--- config.mk ---
export PLATFORM = sky130hd
export DESIGN_NAME = rect80_key_schedule_flat
export DESIGN_NICKNAME = d
export VERILOG_FILES = /design/src/rtl/rect80_key_schedule_if.sv /design/src/rtl/rect80_key_schedule.sv /design/src/flat_wrapper.sv
export SDC_FILE = /design/constraint.sdc
export NUM_CORES = 1
export LEC_CHECK = 0
export CAP_MARGIN = 20
export CORE_MARGIN = 3
export CORE_UTILIZATION = 30
export DETAILED_ROUTE_END_ITERATION = 10
export GPL_TIMING_DRIVEN = 0
export PLACE_DENSITY = 0.57
export SKIP_CTS_REPAIR_TIMING = 1
export SKIP_LAST_GASP = 1
export SLEW_MARGIN = 10
export SYNTH_ARGS = -nofsm -noshare
export SYNTH_HDL_FRONTEND = slang
export SYNTH_SLANG_ARGS = --single-unit
--- constraint.sdc ---
create_clock -name i_clk -period 7.8 [get_ports i_clk]
set_clock_uncertainty 0.1 [all_clocks]
set_input_delay 2.34 -clock i_clk [delete_from_list [all_inputs] [get_ports i_clk]]
set_output_delay 2.34 -clock i_clk [all_outputs]
set_load 0.005 [all_outputs]
--- src/rtl/rect80_key_schedule_if.sv ---
// Bus between the RECTANGLE-80 key schedule and its controller/datapath.
// The master drives load/next requests; the slave (key schedule) returns the round key.
interface rect80_key_schedule_if;
    logic        i_load;
    logic [79:0] iv_key;
    logic        i_next;
    logic [15:0] ov_key0;
    logic [15:0] ov_key1;
    logic [15:0] ov_key2;
    logic [15:0] ov_key3;
    logic        o_key_valid;
    logic        o_last;
    logic [4:0]  ov_round;

    modport master (
        output i_load, iv_key, i_next,
        input  ov_key0, ov_key1, ov_key2, ov_key3, o_key_valid, o_last, ov_round
    );

    modport slave (
        input  i_load, iv_key, i_next,
        output ov_key0, ov_key1, ov_key2, ov_key3, o_key_valid, o_last, ov_round
    );
endinterface

--- src/rtl/rect80_key_schedule.sv ---
// RECTANGLE-80 round-key generator. Keeps the 80-bit key register as five
// 16-bit rows and presents rows 0..3 as the current round key, advancing one
// round per i_next request (K0..K_ROUNDS, the last being the whitening key).
module rect80_key_schedule #(
    parameter int unsigned ROUNDS  = 25,
    parameter logic [4:0]  RC_INIT = 5'h01
) (
    input logic                  i_clk,
    input logic                  i_rst,
    rect80_key_schedule_if.slave bus
);

    localparam logic [4:0] LastRound = 5'(ROUNDS);

    typedef enum logic [1:0] {StIdle, StActive, StDone} state_e;

    state_e            state_q, state_d;
    logic [4:0][15:0]  row_q, row_d;
    logic [4:0]        rc_q, rc_d;
    logic [4:0]        round_q, round_d;

    logic [4:0][15:0]  sb;
    logic [4:0][15:0]  upd;
    logic [3:0]        sb_nib;

    function automatic logic [3:0] sbox(input logic [3:0] x);
        logic [3:0] y;
        unique case (x)
            4'h0: y = 4'h6;
            4'h1: y = 4'h5;
            4'h2: y = 4'hC;
            4'h3: y = 4'hA;
            4'h4: y = 4'h1;
            4'h5: y = 4'hE;
            4'h6: y = 4'h7;
            4'h7: y = 4'h9;
            4'h8: y = 4'hB;
            4'h9: y = 4'h0;
            4'hA: y = 4'h3;
            4'hB: y = 4'hD;
            4'hC: y = 4'h8;
            4'hD: y = 4'hF;
            4'hE: y = 4'h4;
            default: y = 4'h2;
        endcase
        return y;
    endfunction

    // One key-register update: S-box on columns 0..3, Feistel mix, round constant.
    always_comb begin
        sb     = row_q;
        sb_nib = '0;
        for (int j = 0; j < 4; j++) begin
            sb_nib    = sbox({row_q[3][j], row_q[2][j], row_q[1][j], row_q[0][j]});
            sb[0][j]  = sb_nib[0];
            sb[1][j]  = sb_nib[1];
            sb[2][j]  = sb_nib[2];
            sb[3][j]  = sb_nib[3];
        end
        upd[0] = {sb[0][7:0], sb[0][15:8]} ^ sb[1];
        upd[1] = sb[2];
        upd[2] = sb[3];
        upd[3] = {sb[3][3:0], sb[3][15:4]} ^ sb[4];
        upd[4] = sb[0];
        upd[0][4:0] = upd[0][4:0] ^ rc_q;
    end

    // Next-state logic: load beats next; the final next retires to DONE without updating.
    always_comb begin
        state_d = state_q;
        row_d   = row_q;
        rc_d    = rc_q;
        round_d = round_q;
        if (bus.i_load) begin
            row_d   = bus.iv_key;
            rc_d    = RC_INIT;
            round_d = '0;
            state_d = StActive;
        end else if (bus.i_next && state_q == StActive) begin
            if (round_q != LastRound) begin
                row_d   = upd;
                rc_d    = {rc_q[3:0], rc_q[4] ^ rc_q[2]};
                round_d = round_q + 5'd1;
            end else begin
                state_d = StDone;
            end
        end
    end

    // State and key register, synchronous reset.
    always_ff @(posedge i_clk) begin
        if (i_rst) begin
            state_q <= StIdle;
            row_q   <= '0;
            rc_q    <= RC_INIT;
            round_q <= '0;
        end else begin
            state_q <= state_d;
            row_q   <= row_d;
            rc_q    <= rc_d;
            round_q <= round_d;
        end
    end

    // Round key comes straight from the registered rows.
    always_comb begin
        bus.ov_key0     = row_q[0];
        bus.ov_key1     = row_q[1];
        bus.ov_key2     = row_q[2];
        bus.ov_key3     = row_q[3];
        bus.ov_round    = round_q;
        bus.o_key_valid = (state_q == StActive);
        bus.o_last      = (state_q == StActive) && (round_q == LastRound);
    end

endmodule

--- src/flat_wrapper.sv ---
// flat-port wrapper written by rule: the top's interface ports become plain ports
module rect80_key_schedule_flat 
#(
    parameter int unsigned ROUNDS  = 25,
    parameter logic [4:0]  RC_INIT = 5'h01
)
  (i_clk, i_rst, bus_i_load, bus_iv_key, bus_i_next, bus_ov_key0, bus_ov_key1, bus_ov_key2, bus_ov_key3, bus_o_key_valid, bus_o_last, bus_ov_round);
  rect80_key_schedule_if bus_i ();
  input logic i_clk;
  input logic i_rst;
  input wire logic [$bits(bus_i.i_load)-1:0] bus_i_load;
  input wire logic [$bits(bus_i.iv_key)-1:0] bus_iv_key;
  input wire logic [$bits(bus_i.i_next)-1:0] bus_i_next;
  output wire logic [$bits(bus_i.ov_key0)-1:0] bus_ov_key0;
  output wire logic [$bits(bus_i.ov_key1)-1:0] bus_ov_key1;
  output wire logic [$bits(bus_i.ov_key2)-1:0] bus_ov_key2;
  output wire logic [$bits(bus_i.ov_key3)-1:0] bus_ov_key3;
  output wire logic [$bits(bus_i.o_key_valid)-1:0] bus_o_key_valid;
  output wire logic [$bits(bus_i.o_last)-1:0] bus_o_last;
  output wire logic [$bits(bus_i.ov_round)-1:0] bus_ov_round;
  assign bus_i.i_load = bus_i_load;
  assign bus_i.iv_key = bus_iv_key;
  assign bus_i.i_next = bus_i_next;
  assign bus_ov_key0 = bus_i.ov_key0;
  assign bus_ov_key1 = bus_i.ov_key1;
  assign bus_ov_key2 = bus_i.ov_key2;
  assign bus_ov_key3 = bus_i.ov_key3;
  assign bus_o_key_valid = bus_i.o_key_valid;
  assign bus_o_last = bus_i.o_last;
  assign bus_ov_round = bus_i.ov_round;
  rect80_key_schedule #(.ROUNDS(ROUNDS), .RC_INIT(RC_INIT)) u_core (.i_clk(i_clk), .i_rst(i_rst), .bus(bus_i));
endmodule
==> flow_summary.yaml, run 1 <==
run_status:
  status: "completed"
clock_tree:
  htreeDepth: 3
  cts_root_buf: "clkbuf_16"
  cts_buffers: 9
  cts_tree: "done"
  cts.reportedPaths.clkPinSlew_ns: 0.07
  clk-insertion-delay-late_ns: 0.36
  cts_buffer_depth: 2
  clock_sinks: 108
synthesis:
  synth_top_area_share: 0.346
  synth_flop_cell: "dfxtp_1"
  ys_seq_area_frac: 0.346
  ys_ff_latch: 108
  synth-async-reset-ratio: 0
  synthDistinctLibCells: 59
  yosys_warnings: 0
  synthTopCellsByArea: "dfxtp_1 (35%), a21oi_1 (10%), buf_4 (8.2%)"
  synth_edf_count: 0
  avgSynthCellArea_um2: 7.92
  synth_cells: 790
  syn-num-nets: 900
  syn-cell-area_um2: 6250
  yosys.area.top_type: "dfxtp_1"
  yosys-top-cells-count: "a21oi_1 (131), dfxtp_1 (108), nand2_1 (101), nor2_1 (101), buf_4 (68)"
  yosysMostFrequentCell: "a21oi_1"
placement:
  globalplace.congestion: 0.875
  pre_cts_slack_ns: 2.37
  dp_hpwl_um: 16600
  placed_area_um2: 8130
  io_buffers: 154
power_and_ir_drop:
  seqPwrFrac: 0.437
  pwr-share-clk: 0.322
  combPwrFrac: 0.241
  internal_power_mw: 1.03
  powerDensity_nw_per_um2: 173
  sw_frac_of_total: 0.293
  switchingPower_mw: 0.427
  peakVddDrop_uv: 102
  p_leak_nw: 3.27
route:
  drt_iter0_drc: 365
  wire_per_inst_um: 17.6
  drc_errors: 0
  vias: 5895
  route.final.wire_length_um: 21600
  via_per_inst: 4.79
  postRouteAntennaNets: 0
  drt_pass1_iterations: 5
finish:
  area_growth_pct: 34.8
  nets: 1065
  n_antenna_cell: 0
  drive_gt1_frac: 0.135
  fill_cells: 2108
  stdcell_area_um2: 8430
floorplan:
  die_h_um: 150
  ios: 155
  die_w_um: 150
  start_util: 0.307
  rows: 52
  core-area_um2: 20400
  die_area_um2: 22600
sta:
  finalCriticalPeriod_ns: 5.07
  fmax_mhz: 197
  rsz0062_at_grt: "no"
  slew_violations: 0
  finalSetupTns_ns: 0
  setup_ws_ns: 2.73
  whs_ns: 0.390
  worstMarginPinSlew_ns: 0.702
  period_share: 0.650
  maxSlewHeadroom: 0.532
  setup_viol: 0
  hold_violations: 0
global_routing:
  grt_max_degree: 18
  grt_pass1_vias: 5647
  antenna_found_initial: 1
  gr-usage-all-layers: 0.188
  grt_overflow: 0
  grt_first_pass_wirelength_um: 32600
setup_path:
  cp-end-kind: "flip-flop"
  cp_max_fo: 10
  critPathLaunchType: "input pin"
  rr_startpoint: "u_core.bus.ov_round[1]"
  required_ns: 7.91
  cp-startpoint: "bus_i_next"
  crit_type: "input pin to flip-flop"
  critPathArrivalTime_ns: 5.18
hold_path:
  worstHoldStart: "u_core.rc_q[3]"
  min-delay-path-class: "flip-flop to flip-flop"
run:
  maxCapViolations: 0
==> area by class of cell <==
class / count / area [µm²] / area share
Multi-Input combinational cell: 539 / 3270 / 0.388
Sequential cell: 108 / 2160 / 0.257
Timing Repair Buffer: 154 / 1540 / 0.183
Buffer: 118 / 729 / 0.0865
Tap cell: 270 / 338 / 0.0401
Clock buffer: 11 / 233 / 0.0276
Inverter: 25 / 93.8 / 0.0111
Clock inverter: 5 / 62.6 / 0.00742
==> flip-flops by register name (all words and copies together), names as in the netlist <==
register	count
u_core.bus.ov_key1	16
u_core.row_q	16
u_core.bus.ov_round	5
u_core.state_q	2
u_core.bus.ov_key0	16
u_core.sb_nib	4
u_core.sb	12
u_core.bus.ov_key3	16
u_core.rc_q	5
u_core.bus.ov_key2	16
==> path summary, 6_finish.rpt <==
kind / cells past startpoint / endpoint / slack (ns)
worst max register to register: 11 / u_core.sb[49] / 4.79
worst max-delay path: 10 / u_core.sb[49] / 2.73
worst min-delay path: 2 / u_core.rc_q[4] / 0.39
worst min register to register: 2 / u_core.rc_q[4] / 0.39
==> logic make-up (layout without fill, tap and decap cells) <==
| group | Yosys count | after routing | synth area share |
|---|---|---|---|
| mux | 12 | 12 | 0.0210 |
| compound gates | 215 | 215 | 0.221 |
| fa+ha+maj | 26 | 26 | 0.0520 |
| simple gates | 240 | 240 | 0.164 |
| flops | 108 | 108 | 0.346 |
| buf+inv | 143 | 313 | 0.132 |
| xor+xnor | 46 | 46 | 0.0644 |
==> routing by layer <==
layer | up-vias | share of wire | global-route usage
met4 | 2 | 0.021 | 0.0508
met5 | - | 0.00060 | 0
li1 | 2916 | - | -
met1 | 2734 | 0.45 | 0.261
met2 | 213 | 0.45 | 0.298
met3 | 30 | 0.074 | 0.0388
==> critical path: stages <==
cell and delay [ns]:
clkdlybuf4s50_1 0.53, and3b_1 0.30, buf_4 0.24, nand2_2 0.17, a21o_1 0.21, o221ai_1 0.47, inv_1 0.20, ha_1 0.34
nor3b_1 0.25, o32ai_2 0.13
==> power groups by stage <==
| stage | combinational (mW) | sequential [mW] | clock (mW) |
|---|---|---|---|
| floorplan | 0.211 | 0.630 | 0 |
| detailed placement | 0.349 | 0.650 | 0 |
| CTS | 0.352 | 0.638 | 0.479 |
| finish | 0.351 | 0.638 | 0.471 |
| global route | 0.386 | 0.642 | 0.499 |
| global placement | 0.348 | 0.651 | 0 |
==> cell usage in the layout, fill, tap and decap left out, types with 5 or more instances in the layout <==
cell type	count
a21oi_1	131
nand2_1	101
nand3_1	5
dfxtp_1	108
a211oi_1	26
clkdlybuf4s50_1	154
clkbuf_16	9
mux2_2	5
xor2_1	9
clkbuf_1	21
mux2i_1	6
nor2_1	101
ha_1	26
o21ai_0	14
buf_2	19
nor3_1	6
and2_1	9
xnor2_1	37
buf_1	11
buf_4	68
inv_1	23
==> through the flow <==
| step | total power, mW | instances | util |
|---|---|---|---|
| 2_1_floorplan | 0.841 | 790 | - |
| 3_3_place_gp | 0.998 | 1214 | 0.399 |
| 3_5_place_dp | 0.999 | 1214 | 0.399 |
| 4_1_cts | 1.47 | 1230 | 0.414 |
| 5_1_grt | 1.53 | 1230 | 0.414 |
| 6_report | 1.46 | 1230 | 0.414 |
(Power assumes the default switching activity.)
==> run 2: changes to the inputs <==
PLACE_DENSITY = 0.59   (was 0.57)
clock period = 4.6 ns   (was 7.8 ns; I/O delays follow)
==> flow_summary.yaml, run 2 (same netlist as run 1, synthesis figures left out) <==
setup_path:
  cp_max_fo: 10
  rr_worst_depth: 11
  setup.worst_path.end: "u_core.sb_nib[1]"
  critPathLaunchType: "input pin"
  reg2reg_slack_ns: 1.63
  critPathArrivalTime_ns: 4.29
  crit_type: "input pin to flip-flop"
  required_ns: 4.81
  cp-end-kind: "flip-flop"
  r2r-end: "u_core.sb[49]"
  rr_startpoint: "u_core.bus.ov_round[1]"
  cp-startpoint: "bus_i_load"
power_and_ir_drop:
  powerDensity_nw_per_um2: 291
  pwr-share-clk: 0.316
  combPwrFrac: 0.242
  finalPower_mw: 2.45
  switchingPower_mw: 0.739
  peakVddDrop_uv: 189
  internal_power_mw: 1.71
  sw_frac_of_total: 0.301
  seqPwrFrac: 0.441
  p_leak_nw: 3.27
sta:
  worstMarginPinSlew_ns: 0.712
  period_share: 0.888
  setup_viol: 0
  rsz0062_at_grt: "no"
  finalSetupTns_ns: 0
  finalCriticalPeriod_ns: 4.09
  fmax_mhz: 245
  whs_ns: 0.384
  maxSlewHeadroom: 0.526
  hold_violations: 0
  slew_violations: 0
run:
  maxCapViolations: 0
placement:
  io_buffers: 154
  dp_hpwl_um: 16400
  globalplace.congestion: 0.901
hold_path:
  min-delay-path-class: "flip-flop to flip-flop"
floorplan:
  die_h_um: 150
  die_area_um2: 22600
  core-area_um2: 20400
  die_w_um: 150
  ios: 155
  rows: 52
  start_util: 0.307
clock_tree:
  clk-insertion-delay-late_ns: 0.36
  cts_buffers: 9
  cts_buffer_depth: 2
  cts_root_buf: "clkbuf_16"
  clock_sinks: 108
  cts_tree: "done"
  cts.reportedPaths.clkPinSlew_ns: 0.08
  htreeDepth: 3
global_routing:
  grt_overflow: 0
  grt_max_degree: 19
  grt_first_pass_wirelength_um: 32400
  gr-usage-all-layers: 0.188
  antenna_found_initial: 0
  grt_pass1_vias: 5653
route:
  drc_errors: 0
  vias: 5885
  drt_pass1_iterations: 7
  via_per_inst: 4.78
  route.final.wire_length_um: 21400
  postRouteAntennaNets: 0
  wire_per_inst_um: 17.4
  drt_iter0_drc: 436
finish:
  multi_input_area_um2: 3270
  area_growth_pct: 34.6
  most-common-layout-cells: "clkdlybuf4s50_1 (154), a21oi_1 (131), dfxtp_1 (108), nand2_1 (101), nor2_1 (101)"
  nets: 1065
  layout.area.seq_um2: 2160
  n_antenna_cell: 0
  fill_cells: 2124
  final_common_cell: "clkdlybuf4s50_1"
  drive_gt1_frac: 0.138
run_status:
  status: "completed"
[run 2: changes by cell type in the layout (fill, tap and decap cells not counted)]
cell	previous run	this run
clkinv_4	2	1
clkbuf_1	21	19
bufinv_16	1	0
clkbuf_8	0	1
inv_6	0	2
clkinv_2	0	1
[run 2: routing by layer]
| metal | GRT usage | part of all wire |
|---|---|---|
| met3 | 0.0337 | 0.069 |
| met1 | 0.267 | 0.47 |
| met5 | 0 | 0 |
| met2 | 0.293 | 0.44 |
| met4 | 0.0489 | 0.017 |
[run 2: worst min-delay path by stage]
stage / start / endpoint / slack, ns / cells past startpoint
after floorplan: u_core.rc_q[3] / u_core.rc_q[4] / 0.36 / 2
after global placement: u_core.rc_q[1] / u_core.rc_q[2] / 0.38 / 2
after detailed placement: u_core.rc_q[1] / u_core.rc_q[2] / 0.38 / 2
after CTS: u_core.rc_q[3] / u_core.rc_q[4] / 0.39 / 2
after global routing: u_core.rc_q[3] / u_core.rc_q[3] / 0.41 / 2
final: u_core.rc_q[3] / u_core.rc_q[4] / 0.38 / 2
[run 2: area by class of cell]
cell class,instances,share of cell area
Clock buffer,10,0.0284
Inverter,25,0.0111
Tap cell,270,0.0401
Timing Repair Buffer,154,0.183
Sequential cell,108,0.257
Buffer,118,0.0867
Multi-Input combinational cell,539,0.388
Clock inverter,6,0.00550
[run 2: power by group through the flow]
stage                     combinational (mW)  clock (mW)  sequential [mW]
after floorplan                        0.359           0             1.07
after global placement                 0.587           0             1.10
after detailed placement               0.589           0             1.10
after CTS                              0.595       0.789             1.08
after global routing                   0.654       0.824             1.09
final                                  0.594       0.776             1.08
[run 2: worst max-delay path, stage by stage]
cell             delay [ns]
clkdlybuf4s50_1        0.60
buf_2                  0.33
buf_2                  0.29
clkbuf_1               0.32
clkbuf_1               0.56
o21a_1                 0.25
ha_1                   0.24
mux2i_1                0.13
mux2_2                 0.18
[run 2: per-stage QoR]
| step | cells | instance area [µm²] | setup slack (ns) | util |
|---|---|---|---|---|
| 3_3_place_gp | 1214 | 8130 | 0.159 | 0.399 |
| 2_1_floorplan | 790 | 6250 | 1.21 | - |
| 6_report | 1230 | 8420 | 0.514 | 0.413 |
| 3_5_place_dp | 1214 | 8130 | 0.158 | 0.399 |
| 5_1_grt | 1230 | 8420 | 0.313 | 0.413 |
| 4_1_cts | 1230 | 8420 | 0.537 | 0.413 |
